File: src/rtl/mdu_ctrl_pkg.sv
// Shared CPU definitions: the MDU op encoding emitted by the ID-stage decoder,
// the MDU controller state encoding, and the divide-by-zero result constant.
package CPU_Defines;

  typedef enum logic [2:0] {
    MDU_NOP   = 3'd0,
    MDU_MULT  = 3'd1,
    MDU_MULTU = 3'd2,
    MDU_DIV   = 3'd3,
    MDU_DIVU  = 3'd4,
    MDU_MTHI  = 3'd5,
    MDU_MTLO  = 3'd6
  } MDUOpType;

  typedef enum logic [1:0] {
    S_IDLE = 2'd0,
    S_MUL  = 2'd1,
    S_DIV  = 2'd2,
    S_DONE = 2'd3
  } MDUStateType;

  // Divide by zero: LO is all ones and HI returns the dividend unchanged.
  localparam logic [31:0] DIV0_LO = 32'hFFFF_FFFF;

  function automatic logic is_mul_op(input MDUOpType op);
    return (op == MDU_MULT) || (op == MDU_MULTU);
  endfunction

  function automatic logic is_div_op(input MDUOpType op);
    return (op == MDU_DIV) || (op == MDU_DIVU);
  endfunction

endpackage

File: src/rtl/mdu_ctrl_div_radix2.sv
// Unsigned 32-bit restoring divider producing one quotient bit per step.
// Signs are handled by the caller; a 32-step count freezes the result once complete.
module div_radix2 (
  input  logic        clk,
  input  logic        resetn,
  input  logic        start,
  input  logic        step,
  input  logic [31:0] dividend,
  input  logic [31:0] divisor,
  output logic [31:0] quotient,
  output logic [31:0] remainder
);

  logic [5:0]  count;
  logic [31:0] quo;
  logic [31:0] rem;
  logic [31:0] dsor;
  logic [32:0] shifted;
  logic [31:0] diff;
  logic        fits;
  logic        advance;

  assign shifted = {rem, quo[31]};
  assign fits    = shifted >= {1'b0, dsor};
  // When the trial subtraction fits, the true difference is below dsor, so 32 bits suffice.
  assign diff    = shifted[31:0] - dsor;
  assign advance = step && (count != 6'd0);

  // NOTE: sequential state is always assigned with <= so every register samples pre-edge values.
  always_ff @(posedge clk or negedge resetn) begin
    if (!resetn) begin
      count <= '0;
    end else if (start) begin
      count <= 6'd32;
    end else if (advance) begin
      count <= count - 6'd1;
    end
  end

  // NOTE: pure datapath registers carry no reset; start always loads them before they are read.
  always_ff @(posedge clk) begin
    if (start) begin
      quo  <= dividend;
      rem  <= '0;
      dsor <= divisor;
    end else if (advance) begin
      rem <= fits ? diff : shifted[31:0];
      quo <= {quo[30:0], fits};
    end
  end

  assign quotient  = quo;
  assign remainder = rem;

endmodule

File: src/rtl/mdu_ctrl.sv
// EXE-stage multiply/divide controller: sequences MULT/MULTU/DIV/DIVU, owns HI/LO,
// services MTHI/MTLO, and holds the issuing instruction in EXE until its result commits.
module mdu_ctrl
  import CPU_Defines::*;
#(
  parameter int MUL_CYCLES = 2
) (
  input  logic        clk,
  input  logic        resetn,
  input  MDUOpType    EXE_MDUOp,
  input  logic        EXE_MDUValid,
  input  logic [31:0] EXE_Src0,
  input  logic [31:0] EXE_Src1,
  input  logic        EXE_Flush,
  output logic        EXE_MDUBusy,
  output logic [31:0] EXE_HiData,
  output logic [31:0] EXE_LoData
);

  MDUStateType state;
  logic [4:0]  cnt;
  logic [31:0] hi, lo;
  logic [31:0] src0_q, src1_q;
  logic        sgn_q, div_q;
  logic [63:0] prod;
  logic [63:0] mul_a, mul_b;
  logic        issue_mul, issue_div;
  logic [31:0] dividend_mag, divisor_mag;
  logic [31:0] quo, rem;
  logic        q_neg, r_neg;
  logic [31:0] res_hi, res_lo;

  assign issue_mul = (state == S_IDLE) && EXE_MDUValid && !EXE_Flush && is_mul_op(EXE_MDUOp);
  assign issue_div = (state == S_IDLE) && EXE_MDUValid && !EXE_Flush && is_div_op(EXE_MDUOp);

  assign dividend_mag = ((EXE_MDUOp == MDU_DIV) && EXE_Src0[31]) ? -EXE_Src0 : EXE_Src0;
  assign divisor_mag  = ((EXE_MDUOp == MDU_DIV) && EXE_Src1[31]) ? -EXE_Src1 : EXE_Src1;

  div_radix2 u_div (
    .clk       (clk),
    .resetn    (resetn),
    .start     (issue_div),
    .step      (state == S_DIV),
    .dividend  (dividend_mag),
    .divisor   (divisor_mag),
    .quotient  (quo),
    .remainder (rem)
  );

  always_ff @(posedge clk or negedge resetn) begin
    if (!resetn) begin
      state  <= S_IDLE;
      cnt    <= '0;
      hi     <= '0;
      lo     <= '0;
      src0_q <= '0;
      src1_q <= '0;
      sgn_q  <= 1'b0;
      div_q  <= 1'b0;
    end else if (EXE_Flush) begin
      state <= S_IDLE;
    end else begin
      case (state)
        S_IDLE: begin
          if (issue_mul || issue_div) begin
            src0_q <= EXE_Src0;
            src1_q <= EXE_Src1;
            sgn_q  <= (EXE_MDUOp == MDU_MULT) || (EXE_MDUOp == MDU_DIV);
            div_q  <= issue_div;
            state  <= issue_div ? S_DIV : S_MUL;
            cnt    <= issue_div ? 5'd31 : 5'(MUL_CYCLES - 1);
          end else if (EXE_MDUValid && (EXE_MDUOp == MDU_MTHI)) begin
            hi <= EXE_Src0;
          end else if (EXE_MDUValid && (EXE_MDUOp == MDU_MTLO)) begin
            lo <= EXE_Src0;
          end
        end
        S_MUL, S_DIV: begin
          if (cnt == 5'd0) state <= S_DONE;
          else             cnt   <= cnt - 5'd1;
        end
        S_DONE: begin
          hi    <= res_hi;
          lo    <= res_lo;
          state <= S_IDLE;
        end
        default: state <= S_IDLE;
      endcase
    end
  end

  // Sign- or zero-extend to 64 bits; the low 64 bits of the wrapped product are exact.
  assign mul_a = {{32{sgn_q & src0_q[31]}}, src0_q};
  assign mul_b = {{32{sgn_q & src1_q[31]}}, src1_q};

  // Multicycle path from the operand registers: rewritten on every MUL cycle.
  always_ff @(posedge clk) begin
    if (state == S_MUL) prod <= mul_a * mul_b;
  end

  assign q_neg = sgn_q & (src0_q[31] ^ src1_q[31]);
  assign r_neg = sgn_q & src0_q[31];

  // NOTE: every always_comb output gets a default first so no path can infer a latch.
  always_comb begin
    res_hi = prod[63:32];
    res_lo = prod[31:0];
    if (div_q) begin
      if (src1_q == 32'd0) begin
        res_hi = src0_q;
        res_lo = DIV0_LO;
      end else begin
        res_hi = r_neg ? -rem : rem;
        res_lo = q_neg ? -quo : quo;
      end
    end
  end

  assign EXE_MDUBusy = resetn && (issue_mul || issue_div || (state == S_MUL) || (state == S_DIV));
  assign EXE_HiData  = hi;
  assign EXE_LoData  = lo;

endmodule

File: config.mk
export PLATFORM = sky130hd
export DESIGN_NAME = mdu_ctrl
export DESIGN_NICKNAME = d
export VERILOG_FILES = /design/src/rtl/mdu_ctrl_pkg.sv /design/src/rtl/mdu_ctrl_div_radix2.sv /design/src/rtl/mdu_ctrl.sv
export SDC_FILE = /design/constraint.sdc
export NUM_CORES = 2
export LEC_CHECK = 0
export ABC_AREA = 1
export BUFFER_PORTS_ARGS = -buffer_cell sky130_fd_sc_hd__buf_2
export CAP_MARGIN = 20
export CORE_UTILIZATION = 60
export CTS_CLUSTER_SIZE = 28
export DETAILED_ROUTE_END_ITERATION = 10
export PLACE_DENSITY = 0.79
export SLEW_MARGIN = 30
export SYNTH_ARGS = -nofsm -noshare
export SYNTH_HDL_FRONTEND = slang
export SYNTH_SLANG_ARGS = --single-unit
File: constraint.sdc
create_clock -name clk -period 7.9 [get_ports clk]
set_input_delay 1.975 -clock clk [delete_from_list [all_inputs] [get_ports clk]]
set_output_delay 1.975 -clock clk [all_outputs]
set_load 0.05 [all_outputs]
; Yosys cells after proc, flatten, opt, wreduce, memory -nomap -nowiden
; Cells that the tools add are included.
; W data, S select, Z words.
[word_totals]
register_bits = 303
input_bits = 71
out_inout_bits = 65
wordCells = 103
[op_classes]
n_addsub = 7
multipliers = 1
magnitude_cmp = 1
n_eq_ne = 17
mux = 29
bitwise = 5
n_reduce_logical = 30
[op_table]
columns = op, count
row1 = $mux W32, 16
row2 = $neg A32 Y32, 4
row3 = $pmux W32 S2, 2
row4 = $mul A33 B33 Y64, 1
row5 = $ge A33 B32 Y1, 1
row6 = $logic_not A32 Y1, 1
row7 = $sub A32 B32 Y32, 1
row8 = $mux W5, 3
row9 = $mux W6, 2
row10 = $logic_and A1 B1 Y1, 10
row11 = $pmux W5 S2, 1
row12 = $eq A3 B3 Y1 const B, 3
row13 = $mux W2, 4
row14 = $reduce_and A4 Y1, 2
row15 = $eq A3 B2 Y1 const B, 2
row16 = $logic_or A1 B1 Y1, 6
row17 = $ne A2 B1 Y1 const B, 3
row18 = $ne A2 B2 Y1 const B, 3
row19 = $pmux W2 S3, 1
row20 = $reduce_bool A2 Y1, 3
row21 = $reduce_bool A6 Y1, 1
row22 = $sub A6 B1 Y6 const B, 1
row23 = $logic_not A5 Y1, 1
row24 = $reduce_and A5 Y1, 1
row25 = other kinds (14), 17

; Logic depth before layout (Yosys ltp)
[depth]
word_depth = 8
mapped_depth = 34
mapped_depth_nobuf = 31

; Hierarchy
; A second synthesis with hierarchy kept.
[hier_totals]
cells_unflattened = 7633
area_unflattened_um2 = 59131.7
[modules_own_cells]
columns = mod, n_inst, cells_per_inst, area_per_inst_um2, seq_area_each_um2
row1 = mdu_ctrl, 1, 6645, 52248.9, 5350.1
row2 = div_radix2, 1, 988, 6882.9, 2712.6

; Worst setup path after synthesis
; OpenSTA, ideal clock, no wires.
[synth_timing]
path_type = reg2reg
startpoint = register src0_q[31]
endpoint = register prod[58], data pin
setup_ns = 0.259
arrival_time_ns = 7.355
path_slack_ns = 0.286
stages_incl_launch_ff = 25
n_path_buf = 4
path_cell_list = dfrtp_1 > buf_2 > nand2_1 > buf_2 > buf_1 > buf_1 > nor2_1 > fa_1 > fa_1 > fa_1 > fa_1 > inv_1 > fa_1 > fa_1 > fa_1 > fa_1 > inv_1 > ha_1 > nand2_1 > nor2_1 > inv_1 > nor4_1 > o21ai_0 > nand3_1 > xor2_1
[synth_between]
elab_chain_len = 2
[synth_rtl]
columns = item, line
row1 = start: declaration, mdu_ctrl.sv:23  ; logic [31:0] src0_q, src1_q;
row2 = start signal: assignment, mdu_ctrl.sv:66  ; src0_q <= EXE_Src0;
row3 = $and A1 B1 Y1, mdu_ctrl.sv:93  ; assign mul_a = {{32{sgn_q & src0_q[31]}}, src0_q};
row4 = $mul A33 B33 Y64 (*), mdu_ctrl.sv:98  ; if (state == S_MUL) prod <= mul_a * mul_b;
row5 = end signal: assignment, mdu_ctrl.sv:98
row6 = end: declaration, mdu_ctrl.sv:25  ; logic [63:0] prod;
; Every way passes the cells marked *; elsewhere a longest branch is shown, timed or not.
; A chain may end at the register's enable or synchronous reset.

; Worst setup path in the final report
[layout_timing]
startpoint = register src1_q[29]
endpoint = register prod[49], data pin
[layout_between]
elab_chain_len = 1
[layout_rtl]
columns = item, line
row1 = start: declaration, mdu_ctrl.sv:23
row2 = start signal: assignment, mdu_ctrl.sv:67  ; src1_q <= EXE_Src1;
row3 = $mul A33 B33 Y64, mdu_ctrl.sv:98
; Every way passes these cells.

==> flow_summary.toml <==
[hold_path]
hold-path-endpoint = "u_div.remainder[0]"
min_delay_path_depth = 2
hp-start = "u_div.remainder[0]"
hp-class = "reg -> reg"

[finish]
synthToLayoutAreaGrowth_pct = 10.2
drive_above_1_share_pct = 9.12
layout.nets = 9162
stdcell_count = 9007
fin_area_sq_mm = 0.0642
fillers = 8137

[logic_synthesis]
ys_seq_area_share_pct = 13.8
synthesis.nets = 8929
syn_area_sq_mm = 0.0583
ys_seq_elements = 303
synth_area_per_cell_sq_um = 7.80
synthFlopType = "dfrtp_1"
yosysTopAreaCellShare_pct = 38.7
synth_cell_types = 61
ys.warnings.count = 0
synth_top_cell_by_area = "fa_1"
synth-edff-count = 128
syn-instance-count = 7475
synth.top_cells.by_area = "fa_1, inv_1, nand2_1"
async_flop_share_pct = 47.2

[grt]
antenna_found_initial = 11
grt_usage_pct = 45.2
grt_overflow = 0
grt_pass1_wl_um = 326000
grt_max_degree = 119
grt_pass1_vias = 53444

[placement]
place_inst = 8930
io_buffers = 135
place_area_sq_mm = 0.0627
hpwl_um = 175000
place.gp.congestion = 1.06

[clock_network]
cts_tree = "yes"
numCtsBuffers = 38
worstSkewPairLatency_ns = 0.61
clk_pin_slew_ns = 0.06
root_buffer = "clkbuf_16"
cts_buffer_depth = 3
holdBufCountCts = 0
htreeDepth = 2
clock-sinks = 303

[timing]
layout_min_cycle_time_ns = 7.78
maxSlewViolCount = 0
grt_setup_unrepaired = "true"
max_freq_mhz = 129
fin_crit_sh_pct = 98.5
clock-skew-final_ns = 0.0520
worst_pin_slew_ns = 0.978
setup_violations = 0
slew_headroom_pct = 34.4
hold_violations = 0

[die]
core-area_sq_mm = 0.0956
dieArea_sq_mm = 0.0984
num_rows = 113
fp.dieW_um = 314
ios = 136
start_util_pct = 61.0
fp.dieH_um = 314

[drt]
drt-initial-drc-count = 5928
vias = 51425
drc_errors = 0
routed_wl_um = 216000
ant_nets = 0
firstDrtPassIters = 6
drt-vias-per-instance = 5.71
wl_per_cell_um = 24.0

[worst_setup_path]
path_common_cell = "fa_1"
cp_max_fo = 17
reg2reg_from = "src1_q[29]"
worstSetupEndpointType = "register"
timing.rr.end = "prod[49]"
rrSetupSlack_ns = 0.12
crit_required_ns = 8.23
critPathBufInv = 4
worst-r2r-cell-count = 20
startpoint_type = "register"
critPathKind = "reg -> reg"
cp_cell_sequence = "buf_4, nand2_1, fa_1, inv_1, fa_1, fa_1, fa_1, fa_1, fa_1, inv_1, fa_1, fa_1, inv_1, ha_1, a21o_1, a31oi_1, o21ai_0, a21oi_1, nand3_1, xor2_1"
cpPeakStageDelay_ns = 0.94
cp_top_family = "adder cells"
crit_slowest_cell = "dfrtp_1"
arrival_ns = 8.10

[status]
status = "complete, no violations"

[flow_run]
drv_cap = 0
## cell usage after synthesis, drive strengths merged, types with 2 or more instances
library cell and n:
o211ai 21, nand3b 11, o21a 11, and2 2
o21bai 19, a31oi 17, nor2 558, inv 1891
xnor2 32, or2 18, o21ai 252, nand4 48
and3 6, edfxtp 128, nor3 41, ha 257
a21o 7, o31ai 7, clkbuf 302, dfrtp 143
xor2 120, nand3 249, a21oi 201, a2bb2oi 24
fa 1126, nand2 1872, a21boi 10, buf 51
nor4 11, dfxtp 32
## metrics by stage
| step | util [%] | hold slack [ns] | TNS (ns) | setup slack, ns |
|---|---|---|---|---|
| 5_1_grt | 67.2 | 0.492 | -0.00178 | -0.00178 |
| 2_1_floorplan | - | 0.447 | 0 | 0.286 |
| 4_1_cts | 67.1 | 0.480 | 0 | 0.00340 |
| 6_report | 67.2 | 0.484 | 0 | 0.122 |
| 3_5_place_dp | 65.6 | 0.470 | -0.539 | -0.189 |
| 3_3_place_gp | 65.6 | 0.468 | -0.800 | -0.267 |
## worst register-to-register path, stage by stage (launching register included)
cell and delay (ns):
dfrtp_1 0.94, buf_4 0.45, nand2_1 0.15, fa_1 0.49, inv_1 0.05, fa_1 0.57, fa_1 0.45, fa_1 0.58
fa_1 0.59, fa_1 0.54, inv_1 0.05, fa_1 0.38, fa_1 0.51, inv_1 0.04, ha_1 0.33, a21o_1 0.20
a31oi_1 0.23, o21ai_0 0.23, a21oi_1 0.25, nand3_1 0.22, xor2_1 0.22
## cell usage in the layout, fill, tap and decap left out, types with 20 or more instances in the layout
cell type	netlist	routed
buf_4	9	358
o211ai_1	21	21
xnor2_1	32	31
nand4_1	48	48
inv_1	1882	1880
edfxtp_1	128	128
o21ai_1	23	24
xor2_1	120	120
clkbuf_16	0	40
a2bb2oi_1	20	20
o21ai_0	227	226
buf_2	30	134
nor2_1	548	543
nand2_1	1856	1854
dfxtp_1	32	32
dfrtp_1	143	132
ha_1	257	254
a21oi_1	197	197
nor3_1	38	37
fa_1	1126	1126
buf_12	1	44
nand3_1	249	249
## per-layer routing
| layer | GRT usage, % | wire [um] | up-vias |
|---|---|---|---|
| met2 | 69.3 | 95500 | 3184 |
| met3 | 11.8 | 25600 | 794 |
| li1 | - | - | 22249 |
| met4 | 27.2 | 15800 | 10 |
| met1 | 57.8 | 79400 | 25188 |
| met5 | 0 | 74 | - |
## sequential cells by signal, indices dropped and copies added (netlist names)
signal / cells
state: 2
u_div.remainder: 32
src1_q: 32
u_div.dsor: 32
div_q: 1
EXE_HiData: 32
prod: 64
src0_q: 32
u_div.count: 6
u_div.quotient: 32
EXE_LoData: 32
cnt: 5
sgn_q: 1
## area by class of cell
cell class	count	area (sq um)	share of cell area [%]
Antenna cell	4	10.0	0.0156
Clock buffer	47	1070	1.66
Clock inverter	23	262	0.407
Inverter	1892	7110	11.1
Multi-Input combinational cell	4927	41800	65.0
Sequential cell	303	8080	12.6
Tap cell	1265	1580	2.46
Timing Repair Buffer	546	4350	6.78
## how the worst max path moves through the flow
stage / from / end / slack [ns] / cells past startpoint
floorplan: src0_q[31] / prod[58] / 0.29 / 24
CTS: src0_q[14] / prod[29] / 0.003 / 27
global placement: src0_q[23] / prod[28] / -0.27 / 30
detailed placement: src0_q[23] / prod[28] / -0.19 / 30
global route: src1_q[9] / prod[49] / -0.002 / 23
finish: src1_q[29] / prod[49] / 0.12 / 20
## logic make-up after synthesis
| kind of cell | synth area share [%] |
|---|---|
| simple gates | 19.4 |
| buf+inv | 14.7 |
| fa+ha+maj | 44.2 |
| compound gates | 5.60 |
| flops | 13.8 |
| xor+xnor | 2.28 |
## repair_timing
item | CTS | global route
buffers inserted | 1 | 2
pin swaps | 0 | 1
endpoints found under the setup margin | 5 | 29
resized for setup | 10 | 25
hold endpoints to repair | 0 | 0
Power is not shown: default switching activity piles up to over one toggle a cycle in this logic, so the estimate is an artifact.
